==> config.mk <==
export PLATFORM = sky130hd
export DESIGN_NAME = uart_tx_fifo
export DESIGN_NICKNAME = d
export VERILOG_FILES = /design/src/rtl/uart_tx_fifo.sv
export SDC_FILE = /design/constraint.sdc
export NUM_CORES = 1
export LEC_CHECK = 0
export CAP_MARGIN = 20
export CORE_AREA = 3 3 111 135
export DETAILED_ROUTE_END_ITERATION = 8
export DIE_AREA = 0 0 114 138
export PLACE_DENSITY = 0.52
export SLEW_MARGIN = 20
export SYNTH_ARGS = -nofsm -noshare
export SYNTH_HDL_FRONTEND = slang
export SYNTH_SLANG_ARGS = --single-unit
==> constraint.sdc <==
create_clock -name clk -period 5.3 [get_ports clk]
set_input_delay 0.795 -clock clk [delete_from_list [all_inputs] [get_ports clk]]
set_output_delay 0.795 -clock clk [all_outputs]
set_load 0.05 [all_outputs]
==> src/rtl/uart_tx_fifo.sv <==
// Buffered 8N1 UART transmitter: 2^DEPTH_FIFO-entry byte FIFO feeding a flop-driven serialiser.
// First start bit one edge after the write; writes while full are dropped and flag sticky overflow.
module uart_tx_fifo #(
    parameter int UART_CLK_HZ  = 140000000,
    parameter int UART_SCLK_HZ = 115200,
    parameter int DEPTH_FIFO   = 3
) (
    input  logic                  clk,
    input  logic                  reset,
    input  logic [7:0]            data_in,
    input  logic                  we,
    output logic                  full,
    output logic [DEPTH_FIFO:0]   count,
    output logic                  busy,
    output logic                  overflow,
    output logic                  uart_txd
);

    localparam int DIV     = UART_CLK_HZ / UART_SCLK_HZ;
    localparam int TW      = $clog2(DIV);
    localparam int ENTRIES = 1 << DEPTH_FIFO;
    localparam logic [TW-1:0]       TMR_TOP  = TW'(DIV - 1);
    localparam logic [DEPTH_FIFO:0] CNT_FULL = (DEPTH_FIFO + 1)'(ENTRIES);

    typedef enum logic [1:0] {
        IDLE,
        START,
        DATA,
        STOP
    } state_t;

    logic [7:0]            mem [ENTRIES];
    logic [DEPTH_FIFO-1:0] wr_ptr;
    logic [DEPTH_FIFO-1:0] rd_ptr;

    state_t          state;
    state_t          state_n;
    logic [TW-1:0]   timer;
    logic [TW-1:0]   timer_n;
    logic [2:0]      bit_idx;
    logic [2:0]      bit_idx_n;
    logic [7:0]      shreg;
    logic [7:0]      shreg_n;
    logic            txd_n;
    logic            pop;
    logic            push;
    logic            fifo_ne;
    logic [DEPTH_FIFO:0] count_n;
    logic            full_n;

    assign fifo_ne = (count != '0);
    assign push    = we && !full;

    always_comb begin
        state_n   = state;
        timer_n   = (timer != '0) ? timer - TW'(1) : timer;
        bit_idx_n = bit_idx;
        shreg_n   = shreg;
        txd_n     = uart_txd;
        pop       = 1'b0;

        case (state)
            IDLE: begin
                txd_n = 1'b1;
                if (fifo_ne) begin
                    pop     = 1'b1;
                    shreg_n = mem[rd_ptr];
                    txd_n   = 1'b0;
                    timer_n = TMR_TOP;
                    state_n = START;
                end
            end
            START: begin
                if (timer == '0) begin
                    txd_n     = shreg[0];
                    timer_n   = TMR_TOP;
                    bit_idx_n = 3'd0;
                    state_n   = DATA;
                end
            end
            DATA: begin
                if (timer == '0) begin
                    timer_n = TMR_TOP;
                    if (bit_idx == 3'd7) begin
                        txd_n   = 1'b1;
                        state_n = STOP;
                    end else begin
                        shreg_n   = {1'b0, shreg[7:1]};
                        txd_n     = shreg[1];
                        bit_idx_n = bit_idx + 3'd1;
                    end
                end
            end
            STOP: begin
                // Chain straight into the next start bit so streamed bytes leave no idle gap.
                if (timer == '0) begin
                    if (fifo_ne) begin
                        pop     = 1'b1;
                        shreg_n = mem[rd_ptr];
                        txd_n   = 1'b0;
                        timer_n = TMR_TOP;
                        state_n = START;
                    end else begin
                        state_n = IDLE;
                    end
                end
            end
            default: begin
                txd_n   = 1'b1;
                state_n = IDLE;
            end
        endcase
    end

    always_comb begin
        count_n = count;
        case ({push, pop})
            2'b10:   count_n = count + (DEPTH_FIFO + 1)'(1);
            2'b01:   count_n = count - (DEPTH_FIFO + 1)'(1);
            default: count_n = count;
        endcase
        full_n = (count_n == CNT_FULL);
    end

    always_ff @(posedge clk) begin
        if (reset) begin
            state    <= IDLE;
            timer    <= '0;
            bit_idx  <= 3'd0;
            shreg    <= 8'd0;
            uart_txd <= 1'b1;
            wr_ptr   <= '0;
            rd_ptr   <= '0;
            count    <= '0;
            full     <= 1'b0;
            busy     <= 1'b0;
            overflow <= 1'b0;
        end else begin
            state    <= state_n;
            timer    <= timer_n;
            bit_idx  <= bit_idx_n;
            shreg    <= shreg_n;
            uart_txd <= txd_n;
            count    <= count_n;
            full     <= full_n;
            busy     <= (state_n != IDLE) || (count_n != '0);
            if (push) begin
                wr_ptr <= wr_ptr + DEPTH_FIFO'(1);
            end
            if (pop) begin
                rd_ptr <= rd_ptr + DEPTH_FIFO'(1);
            end
            if (we && full) begin
                overflow <= 1'b1;
            end
        end
    end

    always_ff @(posedge clk) begin
        if (push) begin
            mem[wr_ptr] <= data_in;
        end
    end

endmodule

======== Word-level counts from Yosys, hierarchy flattened ========
Memory sizes are Yosys's and may differ from the RTL's. A register that Yosys moved wholly into a read port is not among the register bits.
Cells that the tools add are included.
word-level totals
  register bits ........................... 38
  RAM bits ................................ 64
  output and inout port bits .............. 8
  memories kept ........................... 1
memory list
  name  words  bits a word  rd ports  clocked after Yosys merged registers in  write ports  line  text
  mem   8      8            1         1                                        1            32    logic [7:0] mem [ENTRIES];
cells by class
  add/sub/neg operators ................... 6
  eq/ne operators ......................... 12
  mux-type cells .......................... 36
  reduce and logical (&&, ||, !) cells .... 16
operator list
  cell                   number
  $mux 11                4
  $pmux 11 s3            1
  $mux 8                 4
  $pmux 8 s3             1
  $mux 3                 5
  $reduce_and 4->1       3
  $logic_not 11->1       1
  $mux 1                 11
  $reduce_bool 11->1     1
  $sub 11x1->11 const B  1
  $mux 2                 5
  $ne 2x2->1 const B     5
  $add 3x1->3 const B    3
  $pmux 2 s4             1
  $pmux 4 s2             1
  $reduce_bool 4->1      2
  $eq 2x2->1 const B     3
  $pmux 3 s2             1
  $add 4x1->4 const B    1
  $eq 2x1->1 const B     2
  $eq 4x4->1 const B     1
  $pmux 1 s4             1
  $reduce_bool 2->1      2
  $sub 4x1->4 const B    1
  8 further kinds        9

======== Longest topological paths before layout ========
  depth in word-level cells ............... 8
  mapped depth ............................ 13
  mapped depth without buffers ............ 13

======== Least setup slack after synthesis ========
OpenSTA, ideal clock, no wires.
  kind .................................... register to register
  start point ............................. register count[1]
  end point ............................... register full
  data arrival time ....................... 3195 ps
  required time ........................... 5239 ps
  slack ................................... 2044 ps
  cell stages (with the launch flop) ...... 13
  buffers on the path ..................... 3
  path through ............................ dfxtp_1 > clkbuf_1 > nor4_1 > clkbuf_1 > nor3_1 > ha_1 > clkbuf_1 > nor2b_1 > or3b_2 > o21bai_1 > o211ai_1 > o221ai_2 > and4b_1
between the ends
  cells in the longest elaborated chain, start to end .. 7
  elaborated cells between the ends (all ways) .. 10
  classes of those cells .................. add/sub (2); eq/ne (3); mux (4); reduce/logical (1)
ends and longest elaborated chain
  element                                          line    text
  start: declaration                               13      output logic [DEPTH_FIFO:0] count,
  start signal: assignment                         144     count <= count_n;
  $reduce_bool 4->1                                51      assign fifo_ne = (count != '0);
  $mux 1                                           65, 97
  $mux 1                                           96      if (timer == '0) begin
  $pmux 1 s2                                       62      case (state)
  $eq 2x1->1 / $eq 2x2->1 (equally long branches)  117     case ({push, pop})
  $pmux 4 s2 *                                     117
  $eq 4x4->1 *                                     122     full_n = (count_n == CNT_FULL);
  end signal: assignment                           145     full <= full_n;
  end: declaration                                 12      output logic full,
Mark *: on every way between the ends. The rest lies on a longest branch, timed or not.
A chain may end at the register's enable or synchronous reset.

======== Worst setup path after layout ========
  start point ............................. register timer[0]
  end point ............................... register full
between the ends
  cells in the longest elaborated chain, start to end .. 6
  elaborated cells between the ends (all ways) .. 7
  classes of those cells .................. eq/ne (3); mux (3); reduce/logical (1)
ends and longest elaborated chain
  element                                          line  text
  start: declaration                               38    logic [TW-1:0] timer;
  start signal: assignment                         140   timer <= timer_n;
  $logic_not 11->1 *                               96
  $mux 1 *                                         96
  $pmux 1 s2 *                                     62
  $eq 2x1->1 / $eq 2x2->1 (equally long branches)  117
  $pmux 4 s2 *                                     117
  $eq 4x4->1 *                                     122
Marks and branches as above.

==> key figures <==
Synthesis
  • Post-Synth Adder-Cell Area: 0.03645
  • Synthesized net count: 420
  • Post-synthesis mux area share: 0.1208
  • Avg Cell Area, Syn: around 12 µm²
  • Xor/xnor share of the synthesized area: 0.01640
  • Largest family of logic cells by synthesized area: simple AND/OR/NAND/NOR gates
  • Ys async rst share: 0
  • Cell Area, Synth: a little under 5000 µm²
  • Simple-Gate Fraction of Synth Area: 0.1276
  • EDFF count, synth: 64
  • Gate Count Post-Synth: 395
  • Seq cells post-synth: ~110
  • Post-synth top cells: edfxtp_1, nor2_1, dfxtp_1
  • Post-synthesis compound-gate area fraction: 0.09997
  • Register area share after synthesis: 0.5707
  • Synth area leaders: edfxtp_1, dfxtp_1, mux4_2, mux2i_1, nor2_1
  • Yosys warning count: 0
  • Count leader, synth: edfxtp_1
  • Synth top area share: 0.3999
  • Synth cell types: 56
  • Largest area contributor in the netlist: edfxtp_1
  • Synth Flop Type: edfxtp_1

STA
  • Setup TNS: 0 ps
  • Worst Tran Pin Value: 967.0 ps
  • Setup Viol. Count Final: 0
  • Fin. max-slew vios: 0
  • Period utilisation layout: 0.6873
  • Skew final: roughly 12 ps
  • Fmax: 0.2745 GHz
  • Unrepaired setup endpoints after global routing: false
  • Hold Vio Cnt, Final: 0
  • Max-slew headroom: 0.3530
  • Fin crit period: about 3600 ps

Routing
  • Via density: approximately 5.3
  • Residual DRC count: 0
  • Drt pass-1 iters: 4
  • Wirelength per Cell: approximately 17 µm
  • Final WL: approximately 9900 µm
  • Vias: 3091
  • Initial DRC count: approximately 120
  • Final ANT Viol Nets: 0

Pwr
  • Cell Pwr Density: 536.5 nW/µm²
  • Max IR drop VDD: 241.4 µV
  • Sequential power share: 0.382
  • Comb pwr share: 0.385
  • Clock network fraction of design power: 0.233
  • Pint: around 0.0018 W
  • Sw Ratio: 0.3726
  • P_leak: 1.860 nW
  • Net Switching: ~0.0011 W

Floorplan
  • Die Width: roughly 110 µm
  • Site Rows: between 40 and 50
  • Die H: ~140 µm
  • Core Region: approximately 14000 µm²
  • I/O Pins: 19
  • Die area: between 15000 and 20000 µm²
  • Initial core utilization: 0.3492

Job
  • Max cap viols: 0

Worst hold path
  • Hold Crit Class: flop to flop

Critical path
  • Arr. time, crit path: roughly 4000 ps
  • Crit path buffers/inverters: 1
  • Cell mode on critical path: ha_1
  • Required time of the critical path: ~5600 ps
  • Critical-path cell list: inv_1, ha_1, nor4b_4, a41oi_1, nor3_1, ha_1, nor2b_1, or3b_2, o21bai_1, o211ai_1, o221ai_2, and4b_1
  • Critical Path Max Stage Delay: around 650 ps
  • CP Launch Type: flop
  • Crit Path Class: flop to flop
  • Crit path max fanout: 8
  • Top delay family on crit path: simple AND/OR/NAND/NOR gates
  • Slowest CP cell: nor3_1
  • Critical Path Sink Type: flop

Final layout
  • Area delta synth->final: 13.77%
  • Final core occ: 0.3973
  • Fin nets: roughly 430
  • Share of cells above drive strength 1: 0.1171
  • Antenna Cells: 0

Status
  • Status: completed

Place
  • IO Port Bufs: 18
  • HPWL Detailed: between 6000 and 7000 µm
  • Gp weighted congestion: roughly 0.85

Global route
  • Met1 usage: 0.1656
  • Grt ovf: 0
  • GR peak layer: met2
  • First-pass GRT wire length: approximately 16000 µm
  • Initial antenna violation count: 0
  • Met3 usage in global routing: 0.02535
  • Largest net degree at the start of global routing: 34
  • All-Layer GR Usage: 0.1309
  • GRT met2 Usage: 0.2119
  • Vias in the first global route: approximately 3100

Clock tree
  • Worst-path clk slew: around 80 ps
  • Htree depth: 3
  • CTS Buf Count: 9
  • # Post-CTS Setup Buffers: 0
  • Clock root buffer: clkbuf_16
  • CTS tree: yes
  • Post_cts resized: 0
  • Post-CTS Hold Buffers: 0
  • CTS Buffer Depth: 2
  • Clock network latency to the later pin of the worst-skew pair: about 350 ps
  • # clock sinks: 105
## cells in the final DEF, fill, tap and decap left out, drive strengths merged, types with 3 or more instances in the layout
cell type      instances
xor2                   4
nand3                  5
nor4b                  3
xnor2                  5
a41oi                  3
nor3                  12
buf                    4
nor4                   5
ha                    14
a211o                  3
nand2                 26
edfxtp                64
nor2                  49
nor2b                  3
inv                   14
clkdlybuf4s50         18
mux2i                 22
a311oi                 3
a211oi                 4
mux4                  16
nand2b                 3
o21a                   3
o21ai                 20
clkbuf                 9
a21oi                 17
dfxtp                 41
## tightest hold or removal path: cells and delay by family, from the launching register on
family          cells  cell delay (ps)
simple gates        1               70
compound gates      1               40
flops               1              330
## power by group through the flow
stage          Sequential [W]  Clock [W]  Combinational, W
6_report              0.00112   0.000683           0.00113
3_5_place_dp          0.00114          0           0.00113
4_1_cts               0.00112   0.000706           0.00114
3_3_place_gp          0.00114          0           0.00113
5_1_grt               0.00114   0.000734           0.00126
2_1_floorplan         0.00117          0          0.000825
## area by class of cell
cell class	count	area, µm²
inverter	12	45.04
sequential	105	2743
clock inverter	6	76.32
fill	1334	8293
clock buffer	9	225.2
timing repair buffer	22	210.2
tap	171	214.0
multi-input combinational	256	1954
## state kept, by name, summed over array words and instances (netlist names), named ones only
signal	count
mem	64
uart_txd	1
wr_ptr	3
rd_ptr	3
timer	11
full	1
count	4
overflow	1
shreg	8
busy	1
state	2
bit_idx	3
## worst paths after layout
check	slack, ps	start	endpoint	cells past startpoint
worst max-delay path	1660	timer[0]$_SDFF_PP0_	full$_SDFF_PP0_	12
worst max register to register	1660	timer[0]$_SDFF_PP0_	full$_SDFF_PP0_	12
worst min register to register	470	overflow$_SDFFE_PP0P_	overflow$_SDFFE_PP0P_	2
worst min-delay path	470	overflow$_SDFFE_PP0P_	overflow$_SDFFE_PP0P_	2
## metal layers
metal / wire length, µm / up-vias / share of wire
met5: 0 / - / 0
met4: 313 / 0 / 0.032
met3: 323 / 23 / 0.033
met2: 4757 / 58 / 0.48
met1: 4504 / 1511 / 0.46
li1: - / 1499 / -
## through the flow
step	setup slack [ps]	total power, W	std cells	hold slack, ps	cell area, µm²
after global routing	1424	0.003135	581	515.2	5468
after floorplan	2044	0.001992	395	453.4	4806
after detailed placement	1323	0.002269	566	461.4	5166
after CTS	1659	0.002962	581	477.6	5468
after global placement	1415	0.002262	566	451.5	5166
final	1657	0.002934	581	471.1	5468
## kinds of logic (layout without fill, tap and decap cells)
group	count (synthesis)	count (layout)
and+or+nand+nor	123	123
DFF	105	105
AOI/OAI and AO/OA	72	72
muxes	38	38
buffers and inverters	34	49
adders and majority gates	14	14
xor gates and xnor gates	9	9
Note: power is estimated with default switching activity, not from simulation.
